<file path="src/rtl/mem_ctrl.sv">
// Controller between the core memory port and an asynchronous 16-bit SRAM.
// Produces timed CE/OE/WE strobes with programmable wait states and a data_ready pulse.
module mem_ctrl #(
  parameter int WAIT_CYCLES = 3,
  parameter int ADDR_W      = 24,
  parameter int DATA_W      = 16
) (
  input  logic              clk,
  input  logic              reset,
  input  logic              req,
  input  logic              we,
  input  logic [ADDR_W-1:0] addr,
  input  logic [DATA_W-1:0] wdata,
  output logic [DATA_W-1:0] rdata,
  output logic              data_ready,
  output logic              busy,
  output logic [ADDR_W-1:0] ram_addr,
  output logic [DATA_W-1:0] ram_dq_out,
  output logic              ram_dq_oe,
  input  logic [DATA_W-1:0] ram_dq_in,
  output logic              ram_ce_n,
  output logic              ram_oe_n,
  output logic              ram_we_n,
  input  logic              ram_wait
);

  typedef enum logic [1:0] {IDLE, SETUP, ACCESS, DONE} state_t;

  localparam logic [3:0] CNT_LOAD = 4'(WAIT_CYCLES - 1);

  state_t            state_q, state_d;
  logic [3:0]        cnt_q, cnt_d;
  logic              we_q, we_d;
  logic [DATA_W-1:0] rdata_q, rdata_d;
  logic              data_ready_q, data_ready_d;
  logic              busy_q, busy_d;
  logic [ADDR_W-1:0] ram_addr_q, ram_addr_d;
  logic [DATA_W-1:0] ram_dq_out_q, ram_dq_out_d;
  logic              ram_dq_oe_q, ram_dq_oe_d;
  logic              ram_ce_n_q, ram_ce_n_d;
  logic              ram_oe_n_q, ram_oe_n_d;
  logic              ram_we_n_q, ram_we_n_d;

  // Every output is a flop loaded with the value of the state being entered,
  // so strobes line up with the state they belong to without input-to-output paths.
  always_comb begin
    state_d      = state_q;
    cnt_d        = cnt_q;
    we_d         = we_q;
    rdata_d      = rdata_q;
    data_ready_d = 1'b0;
    busy_d       = busy_q;
    ram_addr_d   = ram_addr_q;
    ram_dq_out_d = ram_dq_out_q;
    ram_dq_oe_d  = ram_dq_oe_q;
    ram_ce_n_d   = ram_ce_n_q;
    ram_oe_n_d   = ram_oe_n_q;
    ram_we_n_d   = ram_we_n_q;

    case (state_q)
      IDLE: begin
        if (req) begin
          state_d    = SETUP;
          we_d       = we;
          busy_d     = 1'b1;
          ram_addr_d = addr;
          ram_ce_n_d = 1'b0;
          ram_oe_n_d = 1'b1;
          ram_we_n_d = 1'b1;
          if (we) begin
            ram_dq_out_d = wdata;
            ram_dq_oe_d  = 1'b1;
          end
        end
      end
      SETUP: begin
        state_d    = ACCESS;
        cnt_d      = CNT_LOAD;
        ram_oe_n_d = we_q;
        ram_we_n_d = ~we_q;
      end
      ACCESS: begin
        if (cnt_q != 4'd0) begin
          cnt_d = cnt_q - 4'd1;
        end else if (!ram_wait) begin
          state_d      = DONE;
          data_ready_d = 1'b1;
          ram_ce_n_d   = 1'b1;
          ram_oe_n_d   = 1'b1;
          ram_we_n_d   = 1'b1;
          if (!we_q) rdata_d = ram_dq_in;
        end
      end
      DONE: begin
        state_d     = IDLE;
        busy_d      = 1'b0;
        ram_dq_oe_d = 1'b0;
      end
      default: state_d = IDLE;
    endcase
  end

  always_ff @(posedge clk) begin
    if (reset) begin
      state_q      <= IDLE;
      cnt_q        <= '0;
      we_q         <= 1'b0;
      rdata_q      <= '0;
      data_ready_q <= 1'b0;
      busy_q       <= 1'b0;
      ram_addr_q   <= '0;
      ram_dq_out_q <= '0;
      ram_dq_oe_q  <= 1'b0;
      ram_ce_n_q   <= 1'b1;
      ram_oe_n_q   <= 1'b1;
      ram_we_n_q   <= 1'b1;
    end else begin
      state_q      <= state_d;
      cnt_q        <= cnt_d;
      we_q         <= we_d;
      rdata_q      <= rdata_d;
      data_ready_q <= data_ready_d;
      busy_q       <= busy_d;
      ram_addr_q   <= ram_addr_d;
      ram_dq_out_q <= ram_dq_out_d;
      ram_dq_oe_q  <= ram_dq_oe_d;
      ram_ce_n_q   <= ram_ce_n_d;
      ram_oe_n_q   <= ram_oe_n_d;
      ram_we_n_q   <= ram_we_n_d;
    end
  end

  assign rdata      = rdata_q;
  assign data_ready = data_ready_q;
  assign busy       = busy_q;
  assign ram_addr   = ram_addr_q;
  assign ram_dq_out = ram_dq_out_q;
  assign ram_dq_oe  = ram_dq_oe_q;
  assign ram_ce_n   = ram_ce_n_q;
  assign ram_oe_n   = ram_oe_n_q;
  assign ram_we_n   = ram_we_n_q;

endmodule

</file>
<file path="config.mk">
export PLATFORM = sky130hd
export DESIGN_NAME = mem_ctrl
export DESIGN_NICKNAME = d
export VERILOG_FILES = /design/src/rtl/mem_ctrl.sv
export SDC_FILE = /design/constraint.sdc
export NUM_CORES = 1
export LEC_CHECK = 0
export BUFFER_PORTS_ARGS = -buffer_cell sky130_fd_sc_hd__buf_2
export CELL_PAD_IN_SITES_DETAIL_PLACEMENT = 1
export CELL_PAD_IN_SITES_GLOBAL_PLACEMENT = 1
export CORE_MARGIN = 2
export CORE_UTILIZATION = 35
export DETAILED_ROUTE_END_ITERATION = 8
export PLACE_DENSITY = 0.86
export SYNTH_ARGS = -nofsm -noshare
export SYNTH_HDL_FRONTEND = slang
export SYNTH_SLANG_ARGS = --single-unit
</file>
<file path="constraint.sdc">
create_clock -name clk -period 3.1 [get_ports clk]
set_input_delay 0.62 -clock clk [delete_from_list [all_inputs] [get_ports clk]]
set_output_delay 0.62 -clock clk [all_outputs]
set_load 0.03 [all_outputs]
</file>
; ---- Word level (Yosys, flattened, before mapping)
; Index checks and enable logic that the tools add are counted.
[classes]
n_reduce_logical = 16
muxes = 18
eq_ne = 8
div_mod_pow = 0
order_cmp = 0
n_mul = 0
addsub = 1
shift = 0
bitwise = 4
[ops]
columns = operator, n
row1 = $reduce_and 4->1, 3
row2 = $ne 2x2->1 const B, 5
row3 = $reduce_and 3->1, 3
row4 = $pmux 2 s4, 1
row5 = $pmux 4 s2, 1
row6 = $mux 1, 7
row7 = $mux 2, 3
row8 = $pmux 1 s2, 3
row9 = $pmux 1 s3, 2
row10 = $reduce_and 2->1, 3
row11 = $reduce_bool 2->1, 3
row12 = $eq 2x2->1 const B, 2
row13 = $mux 4, 1
row14 = $not 1->1, 4
row15 = $reduce_bool 4->1, 1
row16 = $sub 4x1->4 const B, 1
row17 = $reduce_bool 3->1, 1
row18 = $reduce_or 3->1, 1
row19 = $eq 2x1->1 const B, 1
row20 = $logic_not 2->1, 1
[word_totals]
register_bits = 69
mem_count = 0
latch_bits = 0
word_cells = 59
ramBits = 0
mem_bits_ro = 0
output_inout_bits = 62

; ---- Depth between registers and ports, before layout
[logic_depth]
ltp_word = 3
ltp_mapped = 8
ltp_nobuf = 5

; ---- Worst setup path before layout
; No wires, ideal clock.
[synth_timing]
kind = reg2reg
startpoint = register state_q[0]
endpoint = register cnt_q[2]
stages_incl_launch_ff = 7
setup_time_ps = 70
path_buffers = 1
t_arrival_ps = 1630
slack_ps = 1400
period_less_slack_ps = 1700
cell_sequence = dfxtp_1 inv_1 ha_1 and4bb_1 buf_6 or4_1 a21oi_1
[synth_between]
elab_chain_len = 3
elab_cells_between_ends = 6
cone_classes = eq/ne: 3 / mux: 1 / reduce/logical: 2
[synth_rtl]
columns = item, line
row1 = "start, declared", 31  ; state_t state_q, state_d;
row2 = "start signal, assigned", 118  ; state_q <= state_d;
row3 = $eq 2x2->1 / $eq 2x1->1 (equally long branches), 60  ; case (state_q)
row4 = $ne 2x2->1 (no line) / $reduce_bool 2->1 (equally long branches), --
row5 = $reduce_and 2->1 (no line), --
row6 = "end signal, assigned", 119  ; cnt_q <= cnt_d;
row7 = "end, declared", 32  ; logic [3:0] cnt_q, cnt_d;
; Parallel ways exist; a longest one is shown, timed or not.
; A chain may end at the register's enable or synchronous reset.

; ---- Worst setup path after layout
[layout_timing]
startpoint = register state_q[0]
endpoint = register rdata_q[4] (netlist: rdata[4])
[layout_between]
elab_chain_len = 2
[layout_rtl]
columns = item, line
row1 = $eq 2x2->1, 60
row2 = $reduce_and 4->1 (no line), --
row3 = "end signal, assigned", 121  ; rdata_q <= rdata_d;
row4 = "end, declared", 34  ; logic [DATA_W-1:0] rdata_q, rdata_d;
; Every way passes these cells.

==> results.sh <==
export IMPL_gr_total_overflow=0
export IMPL_clock_fmax_mhz=466
export IMPL_cts_tree="done"
export IMPL_cp_start_kind="flop"
export IMPL_synth_ff_type="dfxtp_1"
export IMPL_relSlewSlack_pct=33.8
export IMPL_cts_buffers=9
export IMPL_rrSetupSlack_ns=0.95
export IMPL_min_from="ram_addr[15]"
export IMPL_dp_hpwl_mm=5.50
export IMPL_die_area_sq_um=8460
export IMPL_whs_path_depth=2
export IMPL_maxCapViolCount=0
export IMPL_reg2reg_to="rdata[4]"
export IMPL_synth_top_cell_area_share_pct=51.0
export IMPL_tightest_slew_ns=0.989
export IMPL_async_flop_share_pct=0
export IMPL_setup_viol=0
export IMPL_routed_via_density=4.93
export IMPL_end_kind="flop"
export IMPL_coreArea_sq_um=7610
export IMPL_num_antenna_cells=0
export IMPL_critPathSlowestCell="nand4bb_1"
export IMPL_cp_arrival_ns=2.32
export IMPL_nets=507
export IMPL_area_growth_pct=32.8
export IMPL_track_usage_pct=18.5
export IMPL_grt_pass1_vias=2758
export IMPL_final_min_clock_period_ns=2.15
export IMPL_hold_path_class="flop to flop"
export IMPL_dr_pass1_iters=4
export IMPL_netlist_area_sq_um=2710
export IMPL_synth_cells=329
export IMPL_ff2ff_path_depth=5
export IMPL_cp_cell_sequence="inv_1 -> ha_1 -> nand4bb_1 -> o21ai_0 -> a21oi_1"
export IMPL_cts_sinks=69
export IMPL_power_density_nw_per_um2=863
export IMPL_syn_avg_cell_area_sq_um=8.24
export IMPL_rows=32
export IMPL_drt_iter0_markers=82
export IMPL_die_h_um=92.0
export IMPL_worstPathRequired_ns=3.28
export IMPL_crit_buf_inv=1
export IMPL_status="complete, no violations"
export IMPL_worst_path_largest_cell_delay_ns=0.62
export IMPL_cts_setup_buffers=0
export IMPL_timing_rr_start="state_q[0]"
export IMPL_drive_gt1_share_pct=32.2
export IMPL_synth_most_common_cell="nand2_1"
export IMPL_die_w_um=92.0
export IMPL_antenna_found_initial=0
export IMPL_ys_top_cells_by_count="86 x nand2_1, 69 x dfxtp_1, 60 x a21oi_1"
export IMPL_synth_area_leaders="dfxtp_1 51%, nand2_1 12%, a21oi_1 11%"
export IMPL_crit_type="flop to flop"
export IMPL_ctsResizeCount=0
export IMPL_ir_worst_vdd_mv=0.407
export IMPL_synth_edf_count=0
export IMPL_num_vias=2690
export IMPL_hold_slack_ns=0.454
export IMPL_cts_max_path_buffers=2
export IMPL_cp_max_fo=19
export IMPL_grt_max_degree=48
export IMPL_leakagePower_nw=1.61
export IMPL_synth_seq_cells=69
export IMPL_fin_tns_setup_ns=0
export IMPL_holdPathEnd="ram_addr[15]"
export IMPL_finClkSkew_ns=0.00987
export IMPL_initial_core_util_pct=35.6
export IMPL_yosys_area_top_type="dfxtp_1"
export IMPL_drc_errors=0
export IMPL_yosys_cell_types_count=35
export IMPL_num_fill_cells=960
export IMPL_ys_seq_area_share_pct=51.0
export IMPL_finalWeightedCongestion=0.735
export IMPL_cpLargestDelayFamily="simple AND/OR/NAND/NOR gates"
export IMPL_io_pins=123
export IMPL_cts_hold_fix_buffers=0
export IMPL_rsz0062_at_grt="no"
export IMPL_drt_total_wl_mm=7.65
export IMPL_clkTransAtPathRegs_ns=0.08
export IMPL_cts_root_buf="clkbuf_8"
export IMPL_final_max_slew_viol_count=0
export IMPL_hold_violations=0
export IMPL_fin_crit_sh_pct=69.2
export IMPL_cts_max_level=3
export IMPL_ys_warn_count=0
export IMPL_syn_nets=397
export IMPL_antenna_left=0
export IMPL_clk_latency_ns=0.34
export IMPL_wl_per_cell_um=14.0
export IMPL_io_buffers=122
export IMPL_grt_pass1_wl_mm=12.7
stage by stage:
stage          utilization (%)  power, mW  setup slack [ns]  area (sq um)  instances
2_1_floorplan                -       1.95              1.40          2710        329
4_1_cts                   47.3       3.14             0.992          3600        546
3_3_place_gp              44.0       2.19              1.16          3350        530
3_5_place_dp              44.0       2.24              1.02          3350        530
6_report                  47.3       3.10             0.954          3600        546
5_1_grt                   47.3       3.30             0.740          3600        546
cell families after synthesis:
| logic type | synth area share, % |
|---|---|
| multiplexers | 1.11 |
| AND/OR/NAND/NOR | 21.9 |
| buffers and inverters | 4.57 |
| adder cells (fa/ha/maj) | 3.23 |
| AO/OA/AOI/OAI | 18.2 |
| flip-flops | 51.0 |
registers in the layout, summed over array words and instances, names as in the netlist, 2 cells and up:
name,flops
rdata,16
ram_dq_out,16
state_q,2
ram_addr,24
cnt_q,4
layout make-up:
cell class | count | area [sq um] | share of cell area [%]
Sequential cell | 69 | 1380 | 38.4
Tap cell | 102 | 128 | 3.55
Inverter | 5 | 18.8 | 0.522
Timing Repair Buffer | 123 | 618 | 17.2
Clock buffer | 10 | 138 | 3.82
Multi-Input combinational cell | 231 | 1200 | 33.5
Clock inverter | 6 | 110 | 3.06
routing by layer:
| layer | vias up | share of wire, % | global-route usage (%) |
|---|---|---|---|
| met5 | - | 0 | 0 |
| met4 | 0 | 2.1 | 7.84 |
| met3 | 15 | 10 | 6.57 |
| met2 | 107 | 45 | 29.8 |
| met1 | 1242 | 43 | 22.3 |
| li1 | 1326 | - | - |
worst max-delay path by stage:
stage,start,to,slack (ns),cells past startpoint
after floorplan,state_q[0],cnt_q[2],1.40,6
after global placement,state_q[0],rdata[11],1.16,5
after detailed placement,state_q[0],rdata[1],1.02,5
after CTS,state_q[0],rdata[4],0.99,5
after global routing,state_q[0],rdata[4],0.74,5
final,state_q[0],rdata[4],0.95,5
worst reg2reg max path, delay by kind of cell, from the launching register on:
kind                       cells  cell delay [ns]
buffers and inverters          1             0.14
and+or+nand+nor                1             0.62
DFF                            1             0.34
AOI/OAI and AO/OA              2             0.55
adders and majority gates      1             0.35
cells in the final DEF, fill, tap and decap left out, types with 2 or more instances in the layout:
| cell | count |
|---|---|
| a211oi_1 | 2 |
| a21oi_1 | 60 |
| a31oi_1 | 2 |
| and2_1 | 2 |
| buf_2 | 122 |
| bufinv_16 | 3 |
| clkbuf_8 | 10 |
| clkinvlp_4 | 2 |
| dfxtp_1 | 69 |
| ha_1 | 7 |
| inv_1 | 5 |
| mux2i_1 | 3 |
| nand2_1 | 86 |
| nand2b_1 | 2 |
| nand3_1 | 17 |
| nand3b_1 | 2 |
| nand4b_1 | 2 |
| nor2_1 | 8 |
| nor2b_1 | 2 |
| nor3_1 | 3 |
| o21ai_0 | 18 |
where the power goes:
group | total (mW) | switching [mW] | leakage (nW) | internal [mW]
combinational | 1.09 | 0.742 | 0.926 | 0.346
sequential | 1.12 | 0.0856 | 0.563 | 1.03
clock | 0.896 | 0.341 | 0.119 | 0.555
Note: power is estimated with default switching activity, not from simulation.
